## config.mk

```make
export PLATFORM = sky130hd
export DESIGN_NAME = polyshift_pipe
export DESIGN_NICKNAME = d
export VERILOG_FILES = /design/src/rtl/polyshift_pipe.sv
export SDC_FILE = /design/constraint.sdc
export NUM_CORES = 1
export LEC_CHECK = 0
export CAP_MARGIN = 20
export CORE_MARGIN = 5
export CORE_UTILIZATION = 45
export DETAILED_ROUTE_END_ITERATION = 10
export PLACE_DENSITY_LB_ADDON = 0.12
export SLEW_MARGIN = 20
export SYNTH_ARGS = -nofsm -noshare
export SYNTH_HDL_FRONTEND = slang
export SYNTH_SLANG_ARGS = --single-unit
```

## constraint.sdc

```tcl
create_clock -name CLK -period 1.73 [get_ports CLK]
set_input_delay 0.173 -clock CLK [delete_from_list [all_inputs] [get_ports CLK]]
set_output_delay 0.173 -clock CLK [all_outputs]
set_load 0.01 [all_outputs]
```

## src/rtl/polyshift_pipe.sv

```systemverilog
// Pipelined barrel shifter: one register per binary shift stage, global stall on the output handshake.
// Optional CARRY_OUT/ZERO_OUT flags are built when POLYSHIFT_FLAGS_EN is defined.
module polyshift_pipe #(
    parameter int word_width = 8,
    localparam int shift_width = $clog2(word_width)
) (
    input  logic                   CLK,
    input  logic                   RST_N,
    input  logic [word_width-1:0]  D_IN,
    input  logic [word_width-2:0]  C_IN,
    input  logic [shift_width-1:0] shift_size,
    input  logic [1:0]             shift_type,
    input  logic                   shift_left,
    input  logic                   IN_VALID,
    output logic                   IN_READY,
    output logic                   OUT_VALID,
    input  logic                   OUT_READY,
    output logic [word_width-1:0]  D_OUT
`ifdef POLYSHIFT_FLAGS_EN
    ,
    output logic                   CARRY_OUT,
    output logic                   ZERO_OUT
`endif
);

    localparam int vec_width = 2 * word_width;

    localparam logic [1:0] type_logical = 2'd0;
    localparam logic [1:0] type_arith   = 2'd1;
    localparam logic [1:0] type_carry   = 2'd2;
    localparam logic [1:0] type_rotate  = 2'd3;

    // Handshake: a word moves on a rising edge where valid and ready are both 1.
    // The whole pipe advances together whenever the output slot is empty or
    // being drained; otherwise every stage holds, so IN_READY mirrors advance.
    logic advance;

    logic [shift_width-1:0] valid_q;
    logic [vec_width-1:0]   vec_q  [shift_width-1];
    logic [shift_width-1:0] amt_q  [shift_width-1];
    logic [shift_width-2:0] left_q;
    logic [word_width-1:0]  d_out_q;

    logic [vec_width-1:0]   st_in   [shift_width];
    logic [vec_width-1:0]   st_out  [shift_width];
    logic [shift_width-1:0] amt_in  [shift_width];
    logic [shift_width-1:0] left_in;
    logic [shift_width-1:0] vin;

    logic [word_width-1:0]  fill_r;
    logic [word_width-1:0]  fill_l;
    logic [vec_width-1:0]   entry_vec;
    logic [word_width-1:0]  result;

    assign advance   = !OUT_VALID || OUT_READY;
    assign IN_READY  = advance;
    assign OUT_VALID = valid_q[shift_width-1];
    assign D_OUT     = d_out_q;

    // The operand travels inside a double-width vector whose other half holds
    // the bits that shift in; the result is read from the half the operand
    // started in.
    always_comb begin
        fill_r = '0;
        fill_l = '0;
        case (shift_type)
            type_logical: ;
            type_arith:   fill_r = {word_width{D_IN[word_width-1]}};
            type_carry: begin
                fill_r = {1'b0, C_IN};
                fill_l = {C_IN, 1'b0};
            end
            type_rotate: begin
                fill_r = D_IN;
                fill_l = D_IN;
            end
            default: ;
        endcase
        entry_vec = shift_left ? {D_IN, fill_l} : {fill_r, D_IN};
    end

    always_comb begin
        st_in[0]   = entry_vec;
        amt_in[0]  = shift_size;
        left_in[0] = shift_left;
        vin[0]     = IN_VALID;
        for (int i = 0; i < shift_width - 1; i++) begin
            st_in[i+1]   = vec_q[i];
            amt_in[i+1]  = amt_q[i];
            left_in[i+1] = left_q[i];
            vin[i+1]     = valid_q[i];
        end
        for (int i = 0; i < shift_width; i++) begin
            st_out[i] = st_in[i];
            if (amt_in[i][i]) begin
                st_out[i] = left_in[i] ? (st_in[i] << (1 << i)) : (st_in[i] >> (1 << i));
            end
        end
        result = left_in[shift_width-1] ? st_out[shift_width-1][vec_width-1:word_width]
                                        : st_out[shift_width-1][word_width-1:0];
    end

`ifdef POLYSHIFT_FLAGS_EN
    // The last bit shifted out is known from the operand alone, so it is
    // computed on entry and carried down the pipe with its word.
    logic [shift_width-1:0] idx_r;
    logic [shift_width-1:0] idx_l;
    logic                   entry_carry;
    logic [shift_width-2:0] carry_q;
    logic [shift_width-1:0] carry_in;
    logic                   carry_out_q;
    logic                   zero_out_q;

    always_comb begin
        idx_r = shift_size - shift_width'(1);
        idx_l = shift_width'(0) - shift_size;
        if (shift_size == '0) begin
            entry_carry = 1'b0;
        end else begin
            entry_carry = shift_left ? D_IN[idx_l] : D_IN[idx_r];
        end
        carry_in[0] = entry_carry;
        for (int i = 0; i < shift_width - 1; i++) begin
            carry_in[i+1] = carry_q[i];
        end
    end

    assign CARRY_OUT = carry_out_q;
    assign ZERO_OUT  = zero_out_q;
`endif

    always_ff @(posedge CLK or negedge RST_N) begin
        if (!RST_N) begin
            valid_q <= '0;
            left_q  <= '0;
            d_out_q <= '0;
            for (int i = 0; i < shift_width - 1; i++) begin
                vec_q[i] <= '0;
                amt_q[i] <= '0;
            end
`ifdef POLYSHIFT_FLAGS_EN
            carry_q     <= '0;
            carry_out_q <= 1'b0;
            zero_out_q  <= 1'b0;
`endif
        end else if (advance) begin
            valid_q <= vin;
            // Payload only loads with a valid word, so bubbles leave D_OUT at the last result.
            for (int i = 0; i < shift_width - 1; i++) begin
                if (vin[i]) begin
                    vec_q[i]  <= st_out[i];
                    amt_q[i]  <= amt_in[i];
                    left_q[i] <= left_in[i];
`ifdef POLYSHIFT_FLAGS_EN
                    carry_q[i] <= carry_in[i];
`endif
                end
            end
            if (vin[shift_width-1]) begin
                d_out_q <= result;
`ifdef POLYSHIFT_FLAGS_EN
                carry_out_q <= carry_in[shift_width-1];
                zero_out_q  <= (result == '0);
`endif
            end
        end
    end

endmodule
```

# Word level (Yosys, flattened, before mapping)

Index checks and enable logic that the tools add are counted.

Equal/unequal tests: 3
Mux-type cells: 10
Reductions and logical operators: 5

Operators by type and width:

| operator                                                        | number |
|---|---|
| 16-bit 2-to-1 mux                                               | 7 |
| 8-bit case mux with 3 select lines                              | 1 |
| 8-bit case mux with 2 select lines                              | 1 |
| 8-bit 2-to-1 mux                                                | 1 |
| 2-bit AND reduction                                             | 3 |
| 2-bit == test, second input constant                            | 2 |
| 2-bit by 1-bit == test with 1-bit output, second input constant | 1 |
| 1-bit zero test                                                 | 1 |
| 1-bit logical OR                                                | 1 |

Register bits after elaboration: 51
Input port bits: 25
Output and inout bits: 10
Logic and storage cells: 26

# Depth between registers and ports, before layout

Gate-level depths: netlist of run 1.

Depth in word-level cells: 5
Depth in mapped cells: 6
Depth with buffers taken out: 4

# Worst setup path before layout of run 1

OpenSTA, ideal clock, no wires.

Kind: register to register
Start point: register valid_q[2]
End point: register vec_q (netlist bit st_in[28])
Setup time: 140 ps
Arrival time: 1,264 ps
Data required time: 1,590 ps
Setup slack: 326 ps
Cell stages (with the launch flop): 6
Path buffers: 1
Period minus slack after synthesis: 1,404 ps
Cells stage by stage: dfrtp_1 -> nand2b_1 -> buf_2 -> nand2_1 -> a2111oi_0 -> a211oi_1

Word-level cells in the longest chain between the ends: 3

Ends and longest elaborated chain:

| item                                 | RTL line | RTL |
|---|---|---|
| from (decl)                          | 38       | `logic [shift_width-1:0] valid_q;` |
| from (signal assigned)               | 147      | `valid_q <= vin;` |
| 1-bit zero test                      | 55       | `assign advance = !OUT_VALID \|\| OUT_READY;` |
| 1-bit logical OR                     | 55       |  |
| via IN_READY                         | 15       | `output logic IN_READY,` |
| 2-bit AND reduction (no source line) | -        |  |
| to (signal, indexed assignment)      | 151      | `vec_q[i] <= st_out[i];` |
| to (decl)                            | 39       | `logic [vec_width-1:0] vec_q [shift_width-1];` |

The timed path passes the listed nets, and every way through them passes these cells.
A chain may end at the register's enable or synchronous reset.

# Final worst setup path of run 1

Start point: input shift_left
End point: register vec_q (netlist bit st_in[23])

Word-level cells in the longest chain between the ends: 3

Ends and longest elaborated chain:

| item                | RTL line | RTL |
|---|---|---|
| from (decl)         | 13       | `input logic shift_left,` |
| 16-bit 2-to-1 mux   | 79       | `entry_vec = shift_left ? {D_IN, fill_l} : {fill_r, D_IN};` |
| 16-bit 2-to-1 mux   | 96       | `st_out[i] = left_in[i] ? (st_in[i] << (1 << i)) : (st_in[i] >> (1 << i));` |
| 16-bit 2-to-1 mux * | 95       | `if (amt_in[i][i]) begin` |

Every way passes the cells marked *; elsewhere a longest branch is shown, timed or not.

==> results of run 1 <==
-- synth_stat cells, types with 3 or more instances --
library cell / instances
a2111oi_0: 3
a211oi_1: 7
a21oi_1: 20
a221oi_1: 9
a22o_1: 11
a31oi_1: 5
buf_2: 18
buf_6: 3
clkbuf_1: 6
dfrtp_1: 48
inv_1: 5
mux2i_1: 25
nand2_1: 69
nand2b_1: 9
nor2_1: 14
nor2b_1: 8
o21ai_0: 52
o31ai_1: 5
-- cells by family after synthesis --
| kind of cell | after synthesis |
|---|---|
| DFF | 48 |
| AOI/OAI and AO/OA | 121 |
| muxes | 27 |
| and+or+nand+nor | 112 |
| buffers and inverters | 33 |
-- worst max-delay path, delay by kind of cell --
kind	cells	cell delay, ns
simple gates	2	0.33
buf+inv	1	0.46
compound gates	2	0.75
-- timing repair --
item | 4_1_cts | 5_1_grt
setup endpoints to repair | 0 | 1
gates resized for setup | 0 | 1
setup buffers | 0 | 0
hold endpoints to repair | 21 | 0
hold buffers | 1 | 0
-- through the flow --
step                      cell area [um2]  power [mW]  TNS (ns)  hold WS (ns)
after floorplan                      2917       2.931         0       -0.1226
after global routing                 3600       4.686         0        0.4047
after global placement               3480       3.520  -0.06623        0.1846
final                                3600       4.303         0        0.3710
after CTS                            3597       4.358         0        0.3900
after detailed placement             3480       3.564   -0.2027        0.1848
-- power by group through the flow --
stage	Clock [mW]	Combinational, mW	Sequential [mW]
finish	0.792	1.56	1.95
global route	0.863	1.80	2.02
CTS	0.814	1.59	1.96
detailed placement	0	1.58	1.98
global placement	0	1.55	1.96
floorplan	0	1.13	1.80
-- flip-flops by register name (all words and copies together) (netlist names) --
name	cells
valid_q	3
D_OUT	8
st_in	32
left_q	2
amt_in	3
-- final cells by class --
type / instances / share of cell area
clock buffer: 6 / 0.02016
clock inverter: 2 / 0.009732
inverter: 5 / 0.005214
multi-input combinational: 260 / 0.4286
sequential: 48 / 0.3337
tap: 77 / 0.02676
timing repair buffer: 68 / 0.1759
-- final timing paths --
check | endpoint | start | depth (start not counted)
hold / removal | st_in[5] | RST_N | 2
hold reg to reg | valid_q[2] | valid_q[1] | 2
max in group asynchronous | st_in[18] | RST_N | 3
setup reg to reg | st_in[10] | left_q[0] | 4
setup / recovery | st_in[23] | shift_left | 5
min in group CLK | amt_in[4] | shift_size[1] | 3
-- layer usage --
metal  share of wire  routed length [um]  up-vias  global-route usage
met3           0.043                 293       15             0.02500
met1            0.46                3126     1179              0.2208
met5               0                   0        -                   0
met4           0.025                 170        0             0.06948
li1                -                   -     1311                   -
met2            0.47                3201       67              0.2815
==> impl_metrics.tcl, run 1 <==
set metrics [dict create \
    synth_adder_area_share 0 \
    cp_data_required_time_ns 1.89 \
    tightest_slew_ns 0.7485 \
    cp-start-kind "input pin" \
    hold_class "input pin to async pin" \
    hold_viol 0 \
    seq_power_share 0.453 \
    vdd.ir_drop.worst_mv 0.9019 \
    cts-root-buf "clkbuf_8" \
    cp_max_fo 6 \
    synthesis.nets 366 \
    n_fill_cell 609 \
    synth-seq-area-share 0.4118 \
    dpl.hpwl_um 5397 \
    grt_pass1_wl_um 11760 \
    power_frac_comb 0.363 \
    synth_top_family_by_area "compound AO/OA/AOI/OAI gates" \
    num_vias 2572 \
    gp_congestion 0.8838 \
    cp-end-kind "register" \
    p_sw_frac 0.3536 \
    power_frac_clock 0.184 \
    layout_common_cells "nand2_1, o21ai_0, dfrtp_1, clkdlybuf4s50_1, buf_4" \
    r2r_setup_slack_ns 0.24 \
    coreArea_um2 6314 \
    pin_count 35 \
    yosys_warnings 0 \
    vias_per_cell 5.519 \
    max_freq_ghz 0.6439 \
    final_max_slew_viol_count 0 \
    p_leak_nw 1.576 \
    synth_area_leaders "dfrtp_1, o21ai_0, nand2_1" \
    grt-ovfl-total 0 \
    start_util 0.4620 \
    critPathArrivalTime_ns 1.71 \
    area_growth_pct 23.42 \
    period_minus_slack_ns 1.553 \
    synth-xor-area-share 0 \
    p_int_mw 2.782 \
    synth_compound_area_frac 0.2621 \
    slew_headroom 0.5010 \
    insertion_delay_ns 0.30 \
    io_buffer_count 34 \
    ys.flop_type "dfrtp_1" \
    n_antenna_cell 0 \
    final_util 0.5702 \
    synthMuxAreaShare 0.09352 \
    multi_input_area_um2 1543 \
    ant_nets 0 \
    slowest_delay_ns 0.54 \
    drtIter0Drc 125 \
    setup_viol 0 \
    yosysTopAreaCellShare 0.4118 \
    grt_max_degree 33 \
    drc 0 \
    routed_wl_um 6790 \
    antenna_found_initial 0 \
    cts_buffer_depth 2 \
    period_share 0.8977 \
    seq_area_um2 1201 \
    dr.pass1.iters 4 \
    cts_num_sinks 48 \
    max_cap_viol_count 0 \
    worst-setup-path-type "input pin to register" \
    status "complete, no violations" \
    power.switching_mw 1.522 \
    dieArea_um2 8191 \
    num_rows 29 \
    rsz0062_at_grt "no" \
    synth_edf_count 0 \
    wl_per_cell_um 14.57 \
    cts.htree.levels 2 \
    num-nets-final 413 \
    synth_cell_types 36 \
    synthCells 341 \
    power_density_nw_per_um2 1195 \
    die_w_um 90.51 \
    clkTransAtPathRegs_ns 0.09 \
    ys_ff_latch 48 \
    grt_pass1_vias 2451 \
    die_height_um 90.51 \
    pre_cts_slack_ns -0.08932 \
    cts_buffers 5 \
    async_flop_share 1.000 \
    fin_skew_ns 0.01178 \
    drive_gt1_frac 0.1183 \
    cts_tree "built" \
    syn_area_um2 2917 \
    layout_commonest_cell "nand2_1" \
    cpMaxStageDelayCell "a2111oi_0" \
    syn_area_per_cell_um2 8.553 \
    dp_cells 457 \
    crit_chain "clkdlybuf4s50_1, nor2b_1, a22o_1, a2111oi_0, nor2_1" \
    timing.final.ws_setup_ns 0.1770 \
    layout.cells.non_filler 466 \
    synth_top_area_cell "dfrtp_1" \
    track_usage 0.1700 \
    yosys.area_share.simple 0.1733 \
]
Note: power is estimated with default switching activity, not from simulation.
==> run 2: changes to the inputs <==
clock period = 1.8 ns   (was 1.73 ns; I/O delays follow)
==> run 2 against run 1 <==
Effect of this change: count of clock-buffer cells in the layout increased by 2; die area unchanged; total power decreased by 6.9%; sequential share of layout area increased by 0.98 points; highest routed layer unchanged.
==> impl_metrics.tcl, run 2 (synthesized netlist as in run 1, its figures left out) <==
set metrics [dict create \
    max_cap_viol_count 0 \
    drive_gt1_frac 0.08995 \
    crit_chain "nand2b_1, buf_4, clkdlybuf4s50_1" \
    layout_commonest_cell "nand2_1" \
    cts_hold_buffers 1 \
    io_buffer_count 34 \
    vias_per_cell 5.505 \
    power_density_nw_per_um2 1145 \
    setup_viol 0 \
    post_dp_cell_area_um2 3397 \
    cts_num_sinks 48 \
    die_height_um 90.51 \
    cts_buffers 5 \
    area_growth_pct 19.91 \
    cts_buffer_depth 2 \
    period_minus_slack_ns 1.717 \
    largest_register_ffs 32 \
    final_max_slew_viol_count 0 \
    clkTransAtPathRegs_ns 0.08 \
    cp_data_required_time_ns 1.62 \
    tightest_slew_ns 0.7259 \
    dieArea_um2 8191 \
    grt-ovfl-total 0 \
    postCtsSetupBuffers 0 \
    wl_per_cell_um 14.69 \
    insertion_delay_ns 0.29 \
    rsz0062_at_grt "no" \
    slowest_delay_ns 0.54 \
    dr.pass1.iters 4 \
    max_freq_ghz 0.5825 \
    start_util 0.4620 \
    track_usage 0.1687 \
    antenna_found_initial 0 \
    cts_tree "built" \
    grt_max_degree 33 \
    slew_headroom 0.5161 \
    layout_common_cells "nand2_1, o21ai_0, dfrtp_1, clkdlybuf4s50_1, mux2i_1" \
    cts-root-buf "clkbuf_8" \
    routed_wl_um 6682 \
    ant_nets 0 \
    grt_pass1_wl_um 11600 \
    post_cts_resize_count 0 \
    critPathArrivalTime_ns 1.54 \
    dpl.hpwl_um 5235 \
    gp_congestion 0.8653 \
    hold_viol 0 \
    num_vias 2505 \
    fin_skew_ns 0.002698 \
    cp-start-kind "register" \
    stdcell_area_um2 3497 \
    cp-end-kind "output pin" \
    status "complete, no violations" \
    n_antenna_cell 0 \
    cp_max_fo 8 \
    n_fill_cell 603 \
    cpMaxStageDelayCell "clkdlybuf4s50_1" \
    die_w_um 90.51 \
    period_share 0.9538 \
    hold_class "input pin to async pin" \
    num_rows 29 \
    coreArea_um2 6314 \
    cts.htree.levels 2 \
    drtIter0Drc 135 \
    final_util 0.5539 \
    worst-setup-path-type "register to output pin" \
    drc 0 \
    num-nets-final 402 \
    p_leak_nw 1.509 \
    grt_pass1_vias 2477 \
    pin_count 35 \
    vdd.ir_drop.worst_mv 0.8396 \
]
==> run 2: cell count changes in the layout (fill, tap and decap cells not counted) <==
cell / before / now
buf_4: 30 / 19
bufinv_16: 1 / 0
clkbuf_1: 1 / 2
clkbuf_8: 5 / 6
clkdlybuf4s50_1: 32 / 33
clkinv_2: 1 / 0
dlymetal6s2s_1: 1 / 0
==> run 2: power by group <==
group	switching, mW	internal, mW	leakage [nW]
clock	0.340	0.314	0.0455
combinational	0.699	0.769	0.869
sequential	0.413	1.47	0.594
==> run 2: final timing paths <==
| kind | startpoint | to | slack, ns | depth (start not counted) |
|---|---|---|---|---|
| max | valid_q[2] | IN_READY | 0.08 | 3 |
| min | RST_N | D_OUT[7] | 0.38 | 2 |
| max reg2reg | valid_q[2] | st_in[28] | 0.25 | 4 |
| min reg2reg | valid_q[1] | valid_q[2] | 0.48 | 2 |
| max in group asynchronous | RST_N | st_in[28] | 0.90 | 3 |
| min in group CLK | shift_size[1] | amt_in[4] | 0.41 | 3 |
==> run 2: metal layers <==
layer  wire (um)  track usage  vias up  share of wire
met1        3052       0.2150     1134           0.46
met5           0            0        -              0
met4         186      0.06700        0          0.028
li1            -            -     1292              -
met2        3181       0.2839       64           0.48
met3         261      0.02667       15          0.039
==> run 2: critical path: cells and delay by family, from the launching register on <==
kind / cells / cell delay [ns]
DFF: 1 / 0.38
and+or+nand+nor: 1 / 0.14
buffers and inverters: 2 / 0.72
==> run 2: cell type report <==
class	instances	area [um2]	share of cell area
clock buffer	8	90.09	0.02576
inverter	5	18.77	0.005367
multi-input combinational	260	1543	0.4411
sequential	48	1201	0.3435
tap	77	96.34	0.02755
timing repair buffer	57	548.0	0.1567
==> run 2: stage by stage <==
stage               power [mW]  std cells  hold slack [ns]  setup slack [ns]  TNS, ns
finish                   4.006        455           0.3822           0.08320        0
global route             4.361        455           0.4099           0.01621        0
CTS                      4.057        455           0.3966           0.07416        0
detailed placement       3.403        446           0.1832          -0.09366  -0.1642
global placement         3.352        446           0.1907           -0.1127  -0.1923
floorplan                2.817        341          -0.1156            0.3960        0
==> run 3: changes to the inputs <==
GPL_TIMING_DRIVEN = 0   (was default)
clock period = 1.7 ns   (was 1.8 ns; I/O delays follow)
==> run 3 against run 2 <==
Effect of this change: cell count grew 1.1%; non-clock buffer count grew 5; clock power grew 23%; sequential power is essentially flat; routed wire length grew 10%; final area shrank 0.64%; critical path type is now register to register; largest power group unchanged; highest routed layer unchanged.
==> impl_metrics.tcl, run 3 (synthesized netlist as in run 1, its figures left out) <==
set metrics [dict create \
    cts.htree.levels 2 \
    power_frac_clock 0.183 \
    cp-start-kind "register" \
    p_leak_nw 1.508 \
    drive_gt1_frac 0.09399 \
    use_met2 0.3275 \
    postCtsSetupBuffers 0 \
    vdd.ir_drop.worst_mv 0.7140 \
    grt_max_degree 29 \
    setup_viol 0 \
    cts_tree "built" \
    coreArea_um2 6314 \
    reg2reg_from "valid_q[2]" \
    status "complete, no violations" \
    pin_count 35 \
    grt-busiest-layer "met2" \
    largest_register_ffs 32 \
    wl_per_cell_um 15.99 \
    vias_per_cell 5.587 \
    dieArea_um2 8191 \
    cp_max_fo 10 \
    die_w_um 90.51 \
    track_usage 0.1806 \
    power_frac_comb 0.394 \
    grt_pass1_vias 2539 \
    critical_path.startpoint "valid_q[2]" \
    power.switching_mw 1.587 \
    use_met3 0.02833 \
    cts_buffer_depth 2 \
    dp_cells 451 \
    cp-end-kind "register" \
    p_sw_frac 0.3628 \
    seq_power_share 0.423 \
    drc 0 \
    cts_buffers 5 \
    gp_congestion 0.8487 \
    power_density_nw_per_um2 1259 \
    num-nets-final 407 \
    clkTransAtPathRegs_ns 0.09 \
    fin_skew_ns 0.007781 \
    hold_viol 0 \
    critPathArrivalTime_ns 1.78 \
    area_growth_pct 19.13 \
    io_buffer_count 32 \
    n_fill_cell 610 \
    final_util 0.5503 \
    r2r_setup_slack_ns 0.09 \
    num_vias 2570 \
    ant_nets 0 \
    gr-usage-met1 0.2083 \
    dpl.hpwl_um 5847 \
    final_max_slew_viol_count 0 \
    grt-ovfl-total 0 \
    cts-root-buf "clkbuf_8" \
    cts_num_sinks 48 \
    rsz0062_at_grt "yes" \
    drtIter0Drc 95 \
    period_share 0.9490 \
    cp_data_required_time_ns 1.87 \
    tightest_slew_ns 0.5207 \
    n_antenna_cell 0 \
    stdcell_area_um2 3475 \
    period_minus_slack_ns 1.613 \
    layout_common_cells "nand2_1, o21ai_0, dfrtp_1, clkdlybuf4s50_1, mux2i_1" \
    start_util 0.4620 \
    routed_wl_um 7355 \
    slew_headroom 0.6520 \
    layout.cells.non_filler 460 \
    worst-setup-path-type "register to register" \
    layout_commonest_cell "nand2_1" \
    grt_pass1_wl_um 12240 \
    post_dp_cell_area_um2 3348 \
    antenna_found_initial 0 \
    num_rows 29 \
    max_freq_ghz 0.6199 \
    die_height_um 90.51 \
    insertion_delay_ns 0.30 \
    hold_class "input pin to async pin" \
    p_int_mw 2.787 \
    max_cap_viol_count 0 \
    setup-tns-final_ns 0 \
    dr.pass1.iters 4 \
]
==> run 3: what timing repair did <==
action | CTS | global route
hold endpoints to repair | 20 | 0
setup endpoints to repair | 2 | 4
resized for setup | 2 | 3
hold buffers | 1 | 0
==> run 3: power groups by stage <==
stage                     Combinational (mW)  Sequential (mW)  Clock (mW)
after floorplan                         1.15             1.83           0
after global placement                  1.71             1.87           0
after detailed placement                1.74             1.88           0
after CTS                               1.75             1.85       0.825
after global routing                    1.98             1.91       0.874
final                                   1.72             1.85       0.802
==> run 3: metrics by stage <==
stage / hold slack (ns) / power, mW / setup WS (ns)
after floorplan: -0.1256 / 2.983 / 0.2960
after global placement: 0.4504 / 3.571 / -0.8930
after detailed placement: 0.1626 / 3.615 / -0.3515
after CTS: 0.3653 / 4.424 / 0.01977
after global routing: 0.4038 / 4.763 / -0.02473
final: 0.3537 / 4.374 / 0.08676
==> run 3: area by class of cell <==
| type | count | area (um2) | share of cell area |
|---|---|---|---|
| multi-input combinational | 260 | 1546 | 0.4451 |
| clock buffer | 6 | 72.57 | 0.02089 |
| buffer | 28 | 156.4 | 0.04501 |
| sequential | 48 | 1201 | 0.3457 |
| inverter | 5 | 18.77 | 0.005402 |
| timing repair buffer | 34 | 347.8 | 0.1001 |
| tap | 77 | 96.34 | 0.02773 |
| clock inverter | 2 | 35.03 | 0.01008 |
==> run 3: routing by layer <==
layer	routed length, um	up-vias
met5	0	-
met4	252	0
met3	339	22
met2	3740	76
met1	3024	1167
li1	-	1305
==> run 3: path summary, 6_finish.rpt <==
check,endpoint,depth (start not counted)
worst min-delay path,valid_q[1],2
worst min register to register,valid_q[2],2
worst max register to register,st_in[23],5
min in group CLK,amt_in[5],3
max in group asynchronous,left_q[0],3
worst max-delay path,st_in[23],5
==> run 3: critical path, stage by stage (launching register included) <==
cell       delay, ns
dfrtp_1         0.38
nand2b_1        0.07
clkbuf_4        0.18
nand2_1         0.21
a2111oi_1       0.54
nor2_1          0.10
